--- src/rtl/sipo_deser.sv ---
// Serial-in, parallel-out deserializer with a one-word output holding register.
// Realigns on frame_start; flags dropped words with a sticky overrun bit.
module sipo_deser #(
    parameter int WIDTH     = 4,
    parameter bit MSB_FIRST = 1'b1
) (
    input  logic                       clk,
    input  logic                       rst,
    input  logic                       sin,
    input  logic                       sin_valid,
    input  logic                       frame_start,
    output logic [WIDTH-1:0]           dout,
    output logic                       dout_valid,
    input  logic                       dout_ready,
    output logic                       overrun,
    input  logic                       ovr_clr,
    output logic [$clog2(WIDTH):0]     bit_cnt
);

    localparam int CW = $clog2(WIDTH) + 1;
    localparam logic [CW-1:0] LAST = CW'(WIDTH - 1);

    logic [WIDTH-1:0] sreg_q, sreg_d;
    logic [CW-1:0]    cnt_q, cnt_d;
    logic [WIDTH-1:0] dout_q, dout_d;
    logic             dval_q, dval_d;
    logic             ovr_q, ovr_d;

    logic [WIDTH-1:0] base_s;
    logic [CW-1:0]    base_c;
    logic [WIDTH-1:0] shifted;
    logic             complete;

    // Next-state: realign, shift, word hand-off and overrun tracking.
    always_comb begin
        base_s   = frame_start ? '0 : sreg_q;
        base_c   = frame_start ? '0 : cnt_q;
        shifted  = MSB_FIRST ? {base_s[WIDTH-2:0], sin}
                             : {sin, base_s[WIDTH-1:1]};
        complete = sin_valid && (base_c == LAST);
        sreg_d   = base_s;
        cnt_d    = base_c;
        dout_d   = dout_q;
        dval_d   = dval_q;
        ovr_d    = ovr_clr ? 1'b0 : ovr_q;
        if (sin_valid) begin
            sreg_d = shifted;
            cnt_d  = complete ? '0 : base_c + 1'b1;
        end
        if (complete) begin
            if (!dval_q || dout_ready) begin
                dout_d = shifted;
                dval_d = 1'b1;
            end else begin
                ovr_d = 1'b1;
            end
        end else if (dval_q && dout_ready) begin
            dval_d = 1'b0;
        end
    end

    // State registers with synchronous reset.
    always_ff @(posedge clk) begin
        if (rst) begin
            sreg_q <= '0;
            cnt_q  <= '0;
            dout_q <= '0;
            dval_q <= 1'b0;
            ovr_q  <= 1'b0;
        end else begin
            sreg_q <= sreg_d;
            cnt_q  <= cnt_d;
            dout_q <= dout_d;
            dval_q <= dval_d;
            ovr_q  <= ovr_d;
        end
    end

    assign dout       = dout_q;
    assign dout_valid = dval_q;
    assign overrun    = ovr_q;
    assign bit_cnt    = cnt_q;

endmodule

--- config.mk ---
export PLATFORM = sky130hd
export DESIGN_NAME = sipo_deser
export DESIGN_NICKNAME = d
export VERILOG_FILES = /design/src/rtl/sipo_deser.sv
export SDC_FILE = /design/constraint.sdc
export NUM_CORES = 1
export LEC_CHECK = 0
export CORE_AREA = 2 2 39 41
export CTS_CLUSTER_SIZE = 14
export DETAILED_ROUTE_END_ITERATION = 6
export DIE_AREA = 0 0 41 43
export GPL_TIMING_DRIVEN = 1
export PLACE_DENSITY_LB_ADDON = 0.1
export SETUP_SLACK_MARGIN = 0.4
export SYNTH_ARGS = -nofsm -noshare
export SYNTH_HDL_FRONTEND = slang
export SYNTH_SLANG_ARGS = --single-unit
--- constraint.sdc ---
create_clock -name clk -period 1.4 [get_ports clk]
set_input_delay 0.28 -clock clk [delete_from_list [all_inputs] [get_ports clk]]
set_output_delay 0.28 -clock clk [all_outputs]
set_load 0.01 [all_outputs]
## Yosys cells after proc, flatten, opt, wreduce, memory -nomap -nowiden

Index checks and enable logic that the tools add are counted.

- Register bits: 12
- Bits of input ports: 7
- Output and inout port bits: 9
- Logic and storage cells: 26

- Add/subtract/negate cells: 1
- Equal/unequal tests: 2
- Mux-type cells: 11
- Reductions and logical operators: 7

Operator list:

| cell | count |
|---|---|
| 2-to-1 mux 3 bit | 5 |
| 2-to-1 mux 1 bit | 6 |
| AND reduction 2 bit | 2 |
| adder 3 x 1 -> 3 bit (second input constant) | 1 |
| == test 3 x 2 -> 1 bit (second input constant) | 1 |
| logical AND 1 bit | 2 |
| != test 2 x 1 -> 1 bit (second input constant) | 1 |
| nonzero test 2 bit | 1 |
| logical NOT 1 bit | 1 |
| logical OR 1 bit | 1 |

## Longest topological paths before layout

- Depth after elaboration: 5
- Gate-level depth with buffers: 5
- Depth with buffers taken out: 5

## Worst setup path before layout

No wires, ideal clock.

- Path type: register to register
- Start point: register cnt_q[0] (netlist: bit_cnt[0])
- End point: register dout_q[1] (netlist: dout[1])
- Setup time: 0.101 ns
- Arrival time: 1.180 ns
- Setup slack: 0.119 ns
- Stages on the path, launching flop included: 6
- Path buffers: 0
- Cell sequence: dfxtp_1 and2b_1 ha_1 and2_4 nand2_4 o41ai_1

- Longest elaborated chain between the ends: 4

Ends and longest elaborated chain:

| element | line | source |
|---|---|---|
| from (decl) | 24 | `logic [CW-1:0] cnt_q, cnt_d;` |
| from (signal assigned) | 72 | `cnt_q <= cnt_d;` |
| 2-to-1 mux 3 bit | 37 | `base_c = frame_start ? '0 : cnt_q;` |
| == test 3 x 2 -> 1 bit | 40 | `complete = sin_valid && (base_c == LAST);` |
| logical AND 1 bit | 40 |  |
| AND reduction 2 bit (no line) | - |  |
| to (signal assigned) | 73 | `dout_q <= dout_d;` |
| to (decl) | 25 | `logic [WIDTH-1:0] dout_q, dout_d;` |

No other way between the ends.
A chain may end at the register's enable or synchronous reset.

## Worst setup path in the final report

- Start point: register cnt_q[1] (netlist: bit_cnt[1])
- End point: register dout_q[2] (netlist: dout[2])

The elaborated chain is that of the path after synthesis.

==> results.yml <==
placed_design:
  place_area_um2: 795
  dp_hpwl_um: 912
  place_inst: 89
  io_buffers: 15
  gp_congestion: 0.748
setup_path:
  cp_max_fo: 4
  critPathKind: "reg -> reg"
  required_ps: 1550
  rrSetupSlack_ps: 120
  start_kind: "flip-flop"
  rr_endpoint: "dout[2]"
  r2r_start: "bit_cnt[1]"
  cp-end-kind: "flip-flop"
  crit_arrival_ps: 1430
  r2r_cells: 5
finish:
  synthToLayoutAreaGrowth_pct: 70.1
  drive_above_1_share: 0.625
  finalNonFillerCells: 96
  num_antenna_cells: 0
  fill_cells: 110
  multi_input_area_um2: 387
  regArea_um2: 250
  nets: 90
  post-route-cell-area_um2: 920
power:
  swShare: 0.235
  power_density_mw_per_mm2: 684
  p_seq_frac: 0.555
  pwr-share-comb: 0.110
  p_clk_frac: 0.335
  total_power_uw: 629
  p_int_uw: 482
  netSwitchingPower_uw: 148
  cellLeakagePower_nw: 0.376
  peakVddDrop_v: 0.000462
floorplanning:
  row_count: 14
  die-width_um: 41
  die_h_um: 43
  core-area_mm2: 0.00138
  initial_core_util: 0.391
  ios: 16
  die_area_mm2: 0.00176
clock_tree:
  cts_buffers: 3
  path_clk_slew_ps: 70
  hold_buffers: 0
  insertion_delay_ps: 270
  cts.sinks: 12
  h-tree-depth: 1
  clockBufferDepth: 2
  cts_tree: "built"
  cts-root-buf: "clkbuf_4"
drt:
  drc_errors: 0
  via_count: 497
  firstDrtPassIters: 5
  vias_per_cell: 5.18
  drt_wl_total_mm: 1.33
  drt_iter0_markers: 1
  antenna_left: 0
  avgRoutedWirePerCell_um: 13.8
logic_synthesis:
  synthTopCellsByArea: "dfxtp_1 44%, mux2i_1 5.6%, o311ai_1 4.9%"
  synth-async-reset-ratio: 0
  yosysTopAreaCell: "dfxtp_1"
  yosysWarnings: 0
  ys.flop_type: "dfxtp_1"
  yosysSeqAreaShare: 0.444
  syn_inst: 54
  ys_seq_elements: 12
  syn-cell-area_um2: 541
  syn-num-nets: 62
  synth.most_common_cell: "dfxtp_1"
  ys_types: 26
  synth_top_cell_area_share: 0.444
  avgSynthCellArea_um2: 10.0
  synth-edff-count: 0
timing:
  finalClockSkew_ps: 1.93
  relSlewSlack: 0.709
  hold_viol_final: 0
  fmax_ghz: 0.781
  rsz0062_at_grt: "true"
  finalSetupViolations: 0
  finalCritPeriodShare: 0.914
  tightest_slew_ps: 434
  finalSetupTns_ps: 0
  final_max_slew_viol_count: 0
  fin_crit_ps: 1280
worst_hold_path:
  hold_end: "sreg_q[1]"
  hold_path_depth: 3
  min_path_type: "in -> reg"
  min_from: "frame_start"
flow_run:
  drv_cap: 0
grt:
  grt-ovfl-total: 0
  grt_util_all_layers: 0.161
  grt_max_degree: 8
  grt_pass1_wl_mm: 1.94
  antenna_found_initial: 0
  grt_pass1_vias: 455
outcome:
  status: "complete, no violations"
## logic make-up after synthesis
logic type	Yosys count	share of synthesized area
adder cells (fa/ha/maj)	1	0.0231
flip-flops	12	0.444
multiplexers	3	0.0556
buffers and inverters	5	0.0486
AO/OA/AOI/OAI	12	0.174
AND/OR/NAND/NOR	20	0.238
XOR/XNOR	1	0.0162
## sequential cells by signal (all words and copies together) (netlist names)
register    count
sreg_q          3
bit_cnt         3
dout_valid      1
dout            4
overrun         1
## metal layers
| layer | track usage | share of wire | vias to the layer above |
|---|---|---|---|
| met4 | 0.0600 | 0 | 0 |
| met5 | 0 | 0 | - |
| met2 | 0.234 | 0.52 | 9 |
| li1 | - | - | 250 |
| met1 | 0.229 | 0.43 | 238 |
| met3 | 0.0314 | 0.042 | 0 |
## final cells by class
| type | count | area share |
|---|---|---|
| multi-input combinational | 37 | 0.420 |
| sequential | 12 | 0.272 |
| clock buffer | 3 | 0.0245 |
| tap | 16 | 0.0218 |
| timing repair buffer | 26 | 0.253 |
| inverter | 2 | 0.00816 |
## worst max-delay path: stages, from the launching register on
cell,delay (ps)
dfxtp_2,320
and2b_1,140
ha_2,210
nand2_4,90
o311ai_2,270
o41ai_2,120
## power by group through the flow
| stage | Sequential (mW) | Combinational [mW] | Clock [mW] |
|---|---|---|---|
| after global placement | 0.358 | 0.0698 | 0 |
| after floorplan | 0.359 | 0.0287 | 0 |
| after global routing | 0.350 | 0.0755 | 0.229 |
| final | 0.349 | 0.0693 | 0.211 |
| after detailed placement | 0.358 | 0.0700 | 0 |
| after CTS | 0.349 | 0.0681 | 0.220 |
## per-stage QoR
step / hold WS [ps] / util / setup slack (ps)
after floorplan: 359 / - / 154
after global placement: 465 / 0.574 / -361
after detailed placement: 463 / 0.574 / -399
after CTS: 444 / 0.634 / 135
after global routing: 473 / 0.665 / 32.3
final: 463 / 0.665 / 120
## cells in the final DEF, fill, tap and decap left out, drive strengths merged
| cell | Yosys | routed |
|---|---|---|
| nor3 | 3 | 3 |
| o31ai | 1 | 1 |
| ha | 1 | 1 |
| nor2 | 3 | 3 |
| o41ai | 3 | 3 |
| and2 | 1 | 1 |
| buf | 2 | 19 |
| dfxtp | 12 | 12 |
| nand2b | 4 | 4 |
| a32oi | 1 | 1 |
| or2b | 1 | 1 |
| inv | 2 | 2 |
| clkdlybuf4s50 | 0 | 3 |
| mux2i | 3 | 3 |
| o21a | 1 | 1 |
| a21oi | 2 | 2 |
| o311ai | 3 | 3 |
| a211oi | 1 | 1 |
| nand4 | 1 | 1 |
| and2b | 2 | 2 |
| nor2b | 2 | 2 |
| dlygate4sd2 | 0 | 2 |
| nand2 | 3 | 3 |
| xnor2 | 1 | 1 |
| clkdlybuf4s15 | 0 | 2 |
| clkbuf | 1 | 3 |
## worst max-delay path by stage
| stage | start | endpoint | slack (ps) |
|---|---|---|---|
| global route | bit_cnt[1] | dout[2] | 30 |
| finish | bit_cnt[1] | dout[2] | 120 |
| floorplan | frame_start | dout[1] | 150 |
| global placement | frame_start | dout[2] | -360 |
| detailed placement | frame_start | dout[3] | -400 |
| CTS | bit_cnt[0] | dout[3] | 130 |
## timing repair
| action | in CTS | in global routing |
|---|---|---|
| endpoints found under the setup margin | 21 | 17 |
| pin swaps | 7 | 6 |
| buffers inserted | 2 | 2 |
| gates resized for setup | 56 | 8 |
No activity file was read; power rests on OpenSTA's default activity.
